==> src/rtl/face_dispatch_pkg.sv <==
// Shared types and constants for the instruction dispatch responder.
package face_dispatch_pkg;

  localparam int unsigned NUM_SLOTS = 4;

  localparam logic [6:0] OPC_SLOT0  = 7'h0B;  // memory-move engine
  localparam logic [6:0] OPC_SLOT1  = 7'h2B;  // SHAKE engine
  localparam logic [6:0] OPC_SLOT2  = 7'h5B;  // systolic engine
  localparam logic [6:0] OPC_SLOT3  = 7'h7B;  // reserved engine
  localparam logic [6:0] NOP_OPCODE = 7'h7F;  // issuer stall bubble (32'hFFFFFFFF)

  typedef enum logic [1:0] {
    IDLE  = 2'd0,
    START = 2'd1,
    BUSY  = 2'd2
  } slot_state_e;

  typedef struct packed {
    logic [21:0] arg;
    logic [2:0]  func;
    logic [6:0]  opcode;
  } instr_t;

  // Opcode that routes to a given slot index.
  function automatic logic [6:0] slot_opcode(input int unsigned k);
    logic [6:0] opc;
    case (k)
      0:       opc = OPC_SLOT0;
      1:       opc = OPC_SLOT1;
      2:       opc = OPC_SLOT2;
      default: opc = OPC_SLOT3;
    endcase
    return opc;
  endfunction

endpackage

==> src/rtl/face_dispatch_slot.sv <==
// One engine slot: tracks a single engine from start pulse to done pulse.
//
// Engine handshake: start_o is high for exactly one cycle when the slot
// leaves IDLE (or re-arms from BUSY); the engine answers with a one-cycle
// done_i, which may coincide with the start cycle. done_i outside
// START/BUSY carries no meaning and is ignored.
module face_dispatch_slot
  import face_dispatch_pkg::*;
(
  input  logic        clk_i,
  input  logic        rst_i,
  input  logic        hit_i,
  input  logic        done_i,
  output logic        start_o,
  output logic        busy_o,
  output logic        collide_o,
  output slot_state_e state_o
);

  slot_state_e state_q;

  assign state_o   = state_q;
  assign start_o   = (state_q == START);
  assign busy_o    = (state_q != IDLE) | hit_i;
  // A hit is dropped unless the slot is idle or finishing this very cycle.
  assign collide_o = hit_i & ((state_q == START) |
                              ((state_q == BUSY) & ~done_i));

  // Slot state machine; a colliding hit never alters the path taken.
  always_ff @(posedge clk_i or posedge rst_i) begin
    if (rst_i) begin
      state_q <= IDLE;
    end else begin
      case (state_q)
        IDLE:    if (hit_i) state_q <= START;
        START:   state_q <= done_i ? IDLE : BUSY;
        BUSY: begin
          if (done_i) state_q <= hit_i ? START : IDLE;
        end
        default: state_q <= IDLE;
      endcase
    end
  end

endmodule

==> src/rtl/face_instr_dispatch.sv <==
// Instruction dispatch responder: decodes one instruction per cycle to one
// of four engine slots, pulses that engine's start and reports per-slot busy.
// Optional build macro: DISPATCH_PERF_EN adds per-slot busy-cycle counters.
module face_instr_dispatch
  import face_dispatch_pkg::*;
(
  input  logic                           clk,
  input  logic                           rst,
  input  logic [31:0]                    instr,
  output logic [NUM_SLOTS-1:0]           bitbusy,
  output logic [NUM_SLOTS-1:0]           eng_start,
  output logic [2:0]                     eng_func,
  output logic [21:0]                    eng_arg,
  input  logic [NUM_SLOTS-1:0]           eng_done,
  output logic [1:0]                     err
`ifdef DISPATCH_PERF_EN
  ,
  output logic [NUM_SLOTS-1:0][31:0]     perf_busy_cnt
`endif
);

  instr_t                ins;
  logic [NUM_SLOTS-1:0]  hit_raw;
  logic [NUM_SLOTS-1:0]  hit;
  logic [NUM_SLOTS-1:0]  collide;
  logic [NUM_SLOTS-1:0]  accept;
  logic                  unknown;
  slot_state_e           slot_state [NUM_SLOTS];

  logic [2:0]            func_q;
  logic [21:0]           arg_q;
  logic [1:0]            err_q;

  assign ins = instr_t'(instr);

  // Opcode decode; hits are masked during reset so bitbusy reads 0 then.
  always_comb begin
    hit_raw = '0;
    for (int k = 0; k < NUM_SLOTS; k++) begin
      hit_raw[k] = (ins.opcode == slot_opcode(k));
    end
    hit     = rst ? '0 : hit_raw;
    unknown = ~rst & ~(|hit_raw) & (ins.opcode != NOP_OPCODE);
  end

  // An instruction is taken when its slot is idle or re-arming on done.
  always_comb begin
    accept = '0;
    for (int k = 0; k < NUM_SLOTS; k++) begin
      accept[k] = hit[k] & ((slot_state[k] == IDLE) |
                            ((slot_state[k] == BUSY) & eng_done[k]));
    end
  end

  for (genvar g = 0; g < NUM_SLOTS; g++) begin : g_slot
    face_dispatch_slot u_slot (
      .clk_i     (clk),
      .rst_i     (rst),
      .hit_i     (hit[g]),
      .done_i    (eng_done[g]),
      .start_o   (eng_start[g]),
      .busy_o    (bitbusy[g]),
      .collide_o (collide[g]),
      .state_o   (slot_state[g])
    );
  end

  // Operand capture for the most recently accepted instruction.
  always_ff @(posedge clk or posedge rst) begin
    if (rst) begin
      func_q <= '0;
      arg_q  <= '0;
    end else if (|accept) begin
      func_q <= ins.func;
      arg_q  <= ins.arg;
    end
  end

  // Sticky error flags: [0] collision, [1] unknown opcode.
  always_ff @(posedge clk or posedge rst) begin
    if (rst) begin
      err_q <= '0;
    end else begin
      err_q <= err_q | {unknown, |collide};
    end
  end

  assign eng_func = func_q;
  assign eng_arg  = arg_q;
  assign err      = err_q;

`ifdef DISPATCH_PERF_EN
  logic [NUM_SLOTS-1:0][31:0] perf_q;

  // Saturating count of cycles each slot spends outside IDLE.
  always_ff @(posedge clk or posedge rst) begin
    if (rst) begin
      perf_q <= '0;
    end else begin
      for (int k = 0; k < NUM_SLOTS; k++) begin
        if ((slot_state[k] != IDLE) && (perf_q[k] != 32'hFFFF_FFFF)) begin
          perf_q[k] <= perf_q[k] + 32'd1;
        end
      end
    end
  end

  assign perf_busy_cnt = perf_q;
`endif

endmodule

==> config.mk <==
export PLATFORM = sky130hd
export DESIGN_NAME = face_instr_dispatch
export DESIGN_NICKNAME = d
export VERILOG_FILES = /design/src/rtl/face_dispatch_pkg.sv /design/src/rtl/face_dispatch_slot.sv /design/src/rtl/face_instr_dispatch.sv
export SDC_FILE = /design/constraint.sdc
export NUM_CORES = 1
export LEC_CHECK = 0
export ABC_AREA = 0
export CORE_MARGIN = 2
export CORE_UTILIZATION = 42
export DETAILED_ROUTE_END_ITERATION = 6
export PLACE_DENSITY = 0.85
export SLEW_MARGIN = 30
export SYNTH_ARGS = -nofsm -noshare
export SYNTH_HDL_FRONTEND = slang
export SYNTH_SLANG_ARGS = --single-unit
==> constraint.sdc <==
create_clock -name clk -period 2.5 [get_ports clk]
set_input_delay 0.25 -clock clk [delete_from_list [all_inputs] [get_ports clk]]
set_output_delay 0.25 -clock clk [all_outputs]
set_load 0.01 [all_outputs]
After elaboration in Yosys (flattened, before gate mapping)
Cells that the tools add are included. W data, S select, Z words.

Flip-flop bits (word level): 35. Input port bits: 38. Word-level logic and storage cells: 101.

Equality and inequality tests: 21. Mux-type cells: 21. Bitwise logic cells: 37. Reduce and logical (&&, ||, !) cells: 15.

Operators by type and width (number): $mux W2 (12); $pmux W2 S3 (4); $and A1 B1 Y1 (18); $ne A2 B2 Y1 const B (8); $eq A7 B7 Y1 const B (2); $or A1 B1 Y1 (12); $reduce_or A4 Y1 (3); $eq A2 B1 Y1 const B (4); $eq A2 B2 Y1 const B (4); $logic_not A2 Y1 (4); $reduce_and A2 Y1 (4); $reduce_bool A2 Y1 (4); $eq A7 B4 Y1 const B (1); $eq A7 B6 Y1 const B (1); $ne A7 B7 Y1 const B (1); $not A1 Y1 (6); $mux W1 (4); $mux W4 (1); $or A2 B2 Y2 (1).

Depth between registers and ports, before layout
Gate-level depths: netlist (run 1).

Word-level depth: 6. Gate-level depth with buffers: 6.

By module
A second synthesis (run 1) with hierarchy kept.

Cells, all modules: 129. Area, all modules: 1726.7 um^2.

Modules (own cells, without submodules): face_instr_dispatch (times used 1, cells each 85, area an instance 1286.2 um^2, seq. area each 675.6 um^2); face_dispatch_slot (times used 4, cells each 11, area an instance 110.1 um^2, seq. area each 50.0 um^2).

Worst setup path before layout (run 1)
Ideal clock, no wire load.

Path type: reg-to-reg. Start: reg g_slot[0].u_slot.state_q[1]. End: reg arg_q[0], in the netlist eng_arg[0]. Setup time: 0.125 ns. Data arrival time: 1.661 ns. Slack: 0.714 ns. Cell stages (with the launch flop): 6. Path buffers: 1. Period minus slack after synthesis: 1.786 ns. Cell sequence: dfrtp_1 a2111oi_4 o21bai_2 a21oi_4 buf_12 mux2_4.

Cells in the longest elaborated chain, start to end: 5.

RTL lines: start: declaration (line face_dispatch_slot.sv:20) `slot_state_e state_q;`; start signal: assignment (line face_dispatch_slot.sv:36) `START: state_q <= done_i ? IDLE : BUSY;`; start signal: assignment (line face_dispatch_slot.sv:38) `if (done_i) state_q <= hit_i ? START : IDLE;`; $eq A2 B2 Y1 (line face_instr_dispatch.sv:51) `((slot_state[k] == BUSY) & eng_done[k]));`; $and A1 B1 Y1 (line face_instr_dispatch.sv:51); $or A1 B1 Y1 (*) (line face_instr_dispatch.sv:50) `accept[k] = hit[k] & ((slot_state[k] == IDLE) |`; $and A1 B1 Y1 (*) (line face_instr_dispatch.sv:50); $reduce_or A4 Y1 (*) (line face_instr_dispatch.sv:73) `end else if (|accept) begin`; end signal: assignment (line face_instr_dispatch.sv:75) `arg_q <= ins.arg;`; end: declaration (line face_instr_dispatch.sv:31) `logic [21:0] arg_q;`.

Mark *: on every way between the ends. The rest lies on a longest branch, timed or not. A chain may end at the register's enable or synchronous reset.

Worst setup path in the final report (run 1)
Start: in instr[0]. End: out bitbusy[1].

Cells in the longest elaborated chain, start to end: 3.

RTL lines: start: declaration (line face_instr_dispatch.sv:9) `input logic [31:0] instr,`; $eq A7 B6 Y1 (line face_instr_dispatch.sv:40) `hit_raw[k] = (ins.opcode == slot_opcode(k));`; $mux W4 (line face_instr_dispatch.sv:42) `hit = rst ? '0 : hit_raw;`; $or A1 B1 Y1 (line face_dispatch_slot.sv:24) `assign busy_o = (state_q != IDLE) | hit_i;`; end: declaration (line face_instr_dispatch.sv:10) `output logic [NUM_SLOTS-1:0] bitbusy,`.

No other way between the ends.

==> results list, run 1 <==
* Die Span X: roughly 68 um
* Count of different cell masters after synthesis: 31
* Yosys Warn Count: 0
* Seq/Total Area, Yosys: 51.0%
- Pwr dens: 599 nW/um^2
- Number of antenna diodes: 0
* Post-synthesis cell area: 1720 sq um
- Cells after DPL: 243
* Count of hold-fix buffers inserted at cts: 0
- Ratio of routed vias to standard cells: 4.79
- Buffer levels on the longest clock path: 2
* Stages on the worst setup path: 6
* Worst Clk Skew: 0.00826 ns
- In the final timing run, aggregate negative setup slack is 0 ns.
- DRC: 0
* Worst Hold Class: input pin to async pin
- Across all layers, the routed design uses 1203 vias.
- Timing analysis after detailed placement gives a worst setup slack of 0.0367 ns.
- Detailed-route wire length per cell: 14.9 um
- At the later pin of the worst-skew pair, clock insertion delay measures 0.29 ns.
- Count of routing violations after the opening detailed-route iteration: 33
- Wires add up to 3750 um.
- In this run the tool buffered the top-level ports with 72 buffer cells.
- Walking the worst path, the cells encountered are clkdlybuf4s50_1 -> nand3_1 -> or3_1 -> buf_4 -> o21ai_0 -> clkdlybuf4s50_1.
* Post-synthesis cell type with the largest combined area: sky130_fd_sc_hd__dfrtp_1
* Number of standard cells after synthesis: 127
- Crit path required time: 2.25 ns
* Count of H-tree levels built during CTS: 2
- Data arrival time of the critical path: 2.15 ns
* Share of flip-flops with an asynchronous set or reset: 100%
* Number of global-route vias before repair: 1199
- The final number of hold-violating endpoints came to 0.
- Across the VDD grid, the largest voltage drop is between 0.0004 and 0.0005 V.
- STA classifies the critical path endpoint as an output port.
- Number of storage elements in the synthesis netlist: 35
* Net count, final: about 240
- In the final layout, the share of cells above drive strength 1 is 22.9%.
- In this run, CTS created clock tree buffers numbering 5.
- Entering global routing, the biggest net connects 36 pins.
- Peak fanout along the critical path: 4
* Area inside the core boundary: 3970 sq um
* Cells taking the most area after synthesis: sky130_fd_sc_hd__dfrtp_1 (51%), sky130_fd_sc_hd__mux2_4 (17%), sky130_fd_sc_hd__buf_4 (3.5%)
- Fraction of post-synthesis cell area in the top cell type by area: around 51%
- The top cell types in the final layout, fill and taps aside, are sky130_fd_sc_hd__clkdlybuf4s50_1 (72), sky130_fd_sc_hd__dfrtp_1 (35), sky130_fd_sc_hd__mux2_4 (20), sky130_fd_sc_hd__nor2_1 (9), sky130_fd_sc_hd__nor2b_1 (7).
- Among all flip-flop cells after synthesis, the most frequent one is sky130_fd_sc_hd__dfrtp_1.
- The run finished with clean final reports.
* Top-Level Pins: 73
* Crit-path max cell delay: 0.56 ns
* Number of flops mapped to enable cells by yosys: 0
- Nature of the critical path startpoint: input pin
- The tree built by TritonCTS fans out to 35 sinks.
* Overall track demand over capacity in global routing: between 10% and 20%
- Setup repair after global routing left no endpoint under its margin.
- In the post-route analysis, the smallest setup slack over all paths is 0.103 ns.
* Cell family with the largest share of critical-path delay: buffers and inverters
- The analysis attributes to cell leakage a power of ~1.1 nW.
- The initialized floorplan defines 23 standard-cell rows.
* Reg clk slew, reported paths: 0.07 ns
* Maxcap violations: 0
- Measured along the y axis, the die boundary spans 68.0 um.
* Highest clock frequency the design can meet: 0.417 GHz
- After synthesis, the mean cell area works out to ~14 sq um.
- Transition time at the pin with the least slew margin: about 0.43 ns
* Total buffers and inverters traversed by the critical path: 3
- Pre-antenna DRT Iters: 4
* Time the final worst path needs with I/O delays and setup: approximately 2.4 ns
* Cell with the largest stage delay on the worst path: sky130_fd_sc_hd__clkdlybuf4s50_1
* Post-Syn Nets: 165
- The first global-routing pass estimated approximately 5600 um of wire.
- The number of max-slew violations in the final report was 0.
- For this configuration, the core starts out at a cell density of 43.3%.
- The area growth from synthesis to layout is 47.5%.
- Aggregate global routing overflow: 0
- Number of cell instances on the worst register-to-register path: 5
* Die outline area: 4620 sq um
* CTS tree: yes
- Crit-path most repeated cell: sky130_fd_sc_hd__clkdlybuf4s50_1
- Gp weighted congestion: between 0.7 and 0.8
- Master cell of the clock root buffer: sky130_fd_sc_hd__clkbuf_8
- The library cell used most frequently in the layout, excluding fill and tap cells, is sky130_fd_sc_hd__clkdlybuf4s50_1.
* Max_slew headroom: 71.5%
* Final cycle utilization of the critical path: 95.9%
- Number of antenna violations at the first check in global routing: 0
- Dpl hpwl: 2890 um
- Finished Layout Cells: 251
- Count of endpoints failing setup in the final report: 0
- CP Class: input pin to output port
* Post-route ant nets: 0
* Utilization after layout: around 64%
==> synthesized netlist by cell type, drive strengths merged (2+ instances only) <==
master,number
dfrtp,35
mux2,25
buf,10
nor2,10
nor2b,7
a21oi,5
inv,4
o21ai,4
o21bai,4
xnor2,4
and2,3
nor3b,3
a211o,2
nand3,2
==> metal layers <==
metal,vias to the layer above,global-route usage [%],part of all wire (%)
met5,-,0,0
met3,4,6.91,7.3
met1,586,21.5,43
li1,573,-,-
met2,40,26.8,49
met4,0,6.00,1.1
==> stage by stage <==
step	area, sq um	total power, mW	hold slack (ns)
finish	2530	1.52	0.409
global route	2530	1.59	0.460
global placement	2450	1.12	0.460
CTS	2530	1.54	0.416
detailed placement	2450	1.13	0.467
floorplan	1720	0.874	0.316
==> state kept, by name, summed over array words and instances (netlist names) <==
| signal | cells |
|---|---|
| eng_func | 3 |
| g_slot.u_slot.state_o | 8 |
| err | 2 |
| eng_arg | 22 |
==> report_power, final <==
group / leakage (nW) / switching, mW / internal, mW
Combinational: 0.582 / 0.132 / 0.292
Sequential: 0.460 / 0.0484 / 0.648
Clock: 0.0412 / 0.203 / 0.194
Total: 1.08 / 0.383 / 1.13
==> repair_timing <==
item                                    CTS  global route
setup buffers                             0             0
resized for setup                         0             1
endpoints found under the setup margin    0             2
==> final cells by class <==
type                            count  area [sq um]
Multi-Input combinational cell     77           724
Fill cell                         314          1440
Clock inverter                      2          12.5
Sequential cell                    35           876
Timing Repair Buffer               77           771
Tap cell                           50          62.6
Inverter                            4          15.0
Clock buffer                        6          72.6
==> kinds of logic after synthesis <==
group / Yosys count / synth area share [%]
flip-flops: 35 / 51.0
AND/OR/NAND/NOR: 30 / 10.6
multiplexers: 25 / 20.8
AO/OA/AOI/OAI: 18 / 8.67
buffers and inverters: 15 / 6.99
XOR/XNOR: 4 / 2.04
==> worst min-delay path, cell delays in order <==
cell                              delay [ns]
sky130_fd_sc_hd__clkdlybuf4s50_1        0.43
sky130_fd_sc_hd__inv_1                  0.06
sky130_fd_sc_hd__buf_4                  0.38
==> final timing paths <==
| check | startpoint | to | slack, ns |
|---|---|---|---|
| worst max-delay path | instr[0] | bitbusy[1] | 0.10 |
| worst min-delay path | rst | g_slot[2].u_slot.state_o[1]$_DFFE_PP0P_ | 0.41 |
| worst max register to register | g_slot[0].u_slot.state_o[1]$_DFFE_PP0P_ | eng_arg[8]$_DFFE_PP0P_ | 0.65 |
| worst min register to register | err[0]$_DFF_PP0_ | err[0]$_DFF_PP0_ | 0.49 |
| max in group asynchronous | rst | g_slot[0].u_slot.state_o[1]$_DFFE_PP0P_ | 1.78 |
| min in group clk | err[0]$_DFF_PP0_ | err[0]$_DFF_PP0_ | 0.49 |
Note: power is estimated with default switching activity, not from simulation.
==> inputs of run 2 (changes only) <==
--- a/config.mk
+++ b/config.mk
@@ -6,6 +6,7 @@
 export NUM_CORES = 1
 export LEC_CHECK = 0
 export ABC_AREA = 0
+export CORE_ASPECT_RATIO = 1.2
 export CORE_MARGIN = 2
 export CORE_UTILIZATION = 42
 export DETAILED_ROUTE_END_ITERATION = 6
@@ -14,3 +15,4 @@
 export SYNTH_ARGS = -nofsm -noshare
 export SYNTH_HDL_FRONTEND = slang
 export SYNTH_SLANG_ARGS = --single-unit
+export TNS_END_PERCENT = 10
==> constraint.sdc (replaced) <==
create_clock -name clk -period 2.5 [get_ports clk]
set_input_delay 0.25 -clock clk [delete_from_list [all_inputs] [get_ports clk]]
set_output_delay 0.25 -clock clk [all_outputs]
set_load 0.1 [all_outputs]
==> run 2 against run 1 <==
Compared with the run above: routed wire length decreased by 1.4%; combinational power is 130% higher; clock-buffer cell count rose by 2; sequential cell count is the same; global-route usage is essentially flat; final area decreased by 0.79%; die area about the same; critical path type unchanged; total power up 39%; register-to-register slack worse by 0.03 ns; highest routed layer unchanged; setup slack improved by 0.20 ns; first-iteration DRC count grew 61%.
==> results list, run 2 (same netlist as run 1, synthesis figures left out) <==
- Reg clk slew, reported paths: 0.07 ns (about the same)
* Detailed-route wire length: 3690 um (-1.4%)
- Outcome: completed
- STA classifies the critical path startpoint as an input pin.
- Count of H-tree levels built during CTS: 2 (unchanged)
- The number of flip-flops under the largest register name is 22 (unchanged).
* Leak: 1.16 nW (+7.3%)
- Highest clock frequency the design can meet: 0.456 GHz (+9.2%)
- The smallest hold slack was 0.303 ns (-0.106 ns).
- The total negative slack for setup checks is 0 ns (unchanged).
- The number of max-slew violations in the final report was 0 (unchanged).
* Finished Layout Cells: 255 (+1.6%)
- Placed Area: 2410 sq um (-1.3%)
* Gp weighted congestion: 0.802 (+8.8%)
- The maximum fanout count along the critical path is 7 (+3).
* Cells after DPL: 247 (+1.6%)
* Fraction of layout instances using a drive strength above 1: 39.8% (+17 points)
- The met2 track demand over resource is 29.6% (+2.8 points).
- From synthesis to final layout, the design area changed by 46.3%.
- Count of instances resized after the clock tree is built: 0 (unchanged)
- TritonCTS built the clock tree.
- Pwr dens: 840 nW/um^2 (+40%)
- The final core utilization is 63.8% (about the same).
* Global routing met3 resource utilization: 5.45% (-1.5 points)
- Pin count of the biggest net entering global routing: 27 (-25%)
* Endpoint kind of the worst setup timing path: output port
- The post-layout net count was 238 (unchanged).
- The min-delay analysis places its worst path in the category input pin to async pin.
* Storage cell area: 876 sq um (unchanged)
- Buffer levels on the longest clock path: 2 (unchanged)
* Number of CTS-inserted buffers: 5 (unchanged)
- Post CTS Setup Buffer Count: 0 (unchanged)
* Crit path required time: 2.25 ns (about the same)
- Detailed-route wire length per cell: 14.5 um (-3.0%)
- Number of antenna violations at the first check in global routing: 0 (unchanged)
- The final worst clock skew is 0.00572 ns (-0.00254 ns).
- Dpl hpwl: 2780 um (-3.9%)
* Number of clock sinks: 35 (unchanged)
* Via total after detailed routing: 1217 (+1.2%)
- CP Class: input pin to output port
- The global-route usage over all layers came to 17.2% (+0.041 points).
- The die footprint was 4620 sq um (about the same).
* Effective utilization at floorplan: 43.6% (+0.33 points)
- The final worst-path cycle share came to 87.8% (-8.1 points).
- Power after layout: 2.11 mW (+39%)
- The number of port buffers was 72 (unchanged).
- Ratio of routed vias to standard cells: 4.77 (-0.42%)
- The I/O pin count is 73 (unchanged).
- The remaining global-route overflow was 0 (unchanged).
- Transition time at the pin with the least slew margin: 0.374 ns (-0.0537 ns)
- The final worst slack came to 0.306 ns (+0.202 ns).
- The worst slack at placement was 0.279 ns (+0.242 ns).
* Die Span X: 62.4 um (-8.2%)
- The hold-fix buffer count after cts came to 0 (unchanged).
* Highest-count cells in the layout ignoring fill and taps: sky130_fd_sc_hd__clkdlybuf4s50_1 (37), sky130_fd_sc_hd__dfrtp_1 (35), sky130_fd_sc_hd__buf_4 (35), sky130_fd_sc_hd__mux2_4 (20), sky130_fd_sc_hd__nor2_1 (10)
* Peak supply drop: 0.000448 V (+7.3%)
* Highest-utilization routing layer at the global route stage: met2
- Total count of hold-check failures in the final report: 0 (unchanged)
* DRC: 0 (unchanged)
- Leaving out fill and tap cells, the most frequent cell in the layout is sky130_fd_sc_hd__clkdlybuf4s50_1.
* Area inside the core boundary: 3940 sq um (-0.76%)
- The total of fill cells in the finished design is 305 (-2.9%).
- Number of global-route vias before repair: 1268 (+5.8%)
* Master cell of the clock root buffer: sky130_fd_sc_hd__clkbuf_8
- The routing usage on met1 is 20.5% (-0.98 points).
- The time the final worst path needs with I/O delays and setup came to 2.19 ns (-0.202 ns).
* Pre-antenna DRT Iters: 3 (-1)
- Number of antenna diodes: 0 (unchanged)
- Setup repair after global routing left no endpoint under its margin.
* Clk Latency, worst-skew pair: 0.28 ns (about the same)
* Number of rows created at floorplan: 25 (+8.7%)
- The area used by multi-input combinational logic came to 722 sq um (-0.35%).
- The count of antenna-violating nets left after detailed routing was 0 (unchanged).
- The number of violations of the max-capacitance limit came to 0 (unchanged).
- The arrival time at the worst endpoint was 1.94 ns (-0.21 ns).
- Count of routing violations after the opening detailed-route iteration: 53 (+61%)
- The first-pass GRT wire length was 6050 um (+7.2%).
- Max_slew headroom: 75.0% (+3.6 points)
- Count of endpoints failing setup in the final report: 0 (unchanged)
- Y dimension of the die: 74.1 um (+9.0%)
* Area of all placed cells without fillers: 2510 sq um (-0.79%)
-- run 2: critical path, cell delays in order --
cell and delay [ns]:
sky130_fd_sc_hd__clkdlybuf4s50_1 0.46, sky130_fd_sc_hd__nand3_1 0.09, sky130_fd_sc_hd__or3_1 0.47, sky130_fd_sc_hd__nor2_1 0.26, sky130_fd_sc_hd__a211o_1 0.22, sky130_fd_sc_hd__buf_12 0.18
-- run 2: per-layer routing --
layer | share of wire (%) | up-vias
li1 | - | 571
met1 | 42 | 586
met2 | 50 | 54
met3 | 6.3 | 6
met4 | 1.5 | 0
met5 | 0 | -
-- run 2: where the power goes --
group	switching, mW	internal, mW	leakage [nW]	total (mW)
clock network	0.191	0.251	0.0515	0.443
logic	0.707	0.262	0.650	0.969
registers	0.0500	0.648	0.460	0.698
total	0.948	1.16	1.16	2.11
-- run 2: worst paths after layout --
path | startpoint | endpoint | slack, ns | cells after the start
max | instr[1] | bitbusy[0] | 0.31 | 6
min | rst | err[1]$_DFF_PP0_ | 0.30 | 2
max in group asynchronous | rst | eng_arg[12]$_DFFE_PP0P_ | 1.53 | 3
min reg2reg | err[1]$_DFF_PP0_ | err[1]$_DFF_PP0_ | 0.48 | 1
max reg2reg | g_slot[0].u_slot.state_o[1]$_DFFE_PP0P_ | eng_arg[7]$_DFFE_PP0P_ | 0.62 | 5
min in group clk | err[1]$_DFF_PP0_ | err[1]$_DFF_PP0_ | 0.48 | 1
-- run 2: final cells by class --
type	count	share of cell area, %
Clock buffer	8	3.98
Multi-Input combinational cell	77	28.7
Sequential cell	35	34.8
Inverter	4	0.597
Timing Repair Buffer	77	29.2
Tap cell	54	2.69
==> inputs of run 3 (changes only) <==
--- a/config.mk
+++ b/config.mk
@@ -9,6 +9,7 @@
 export CORE_ASPECT_RATIO = 1.2
 export CORE_MARGIN = 2
 export CORE_UTILIZATION = 42
+export CTS_CLUSTER_SIZE = 12
 export DETAILED_ROUTE_END_ITERATION = 6
 export PLACE_DENSITY = 0.85
 export SLEW_MARGIN = 30
==> results of run 3 <==
Same layout as run 2: the final DEF is identical, and so are final timing and power.
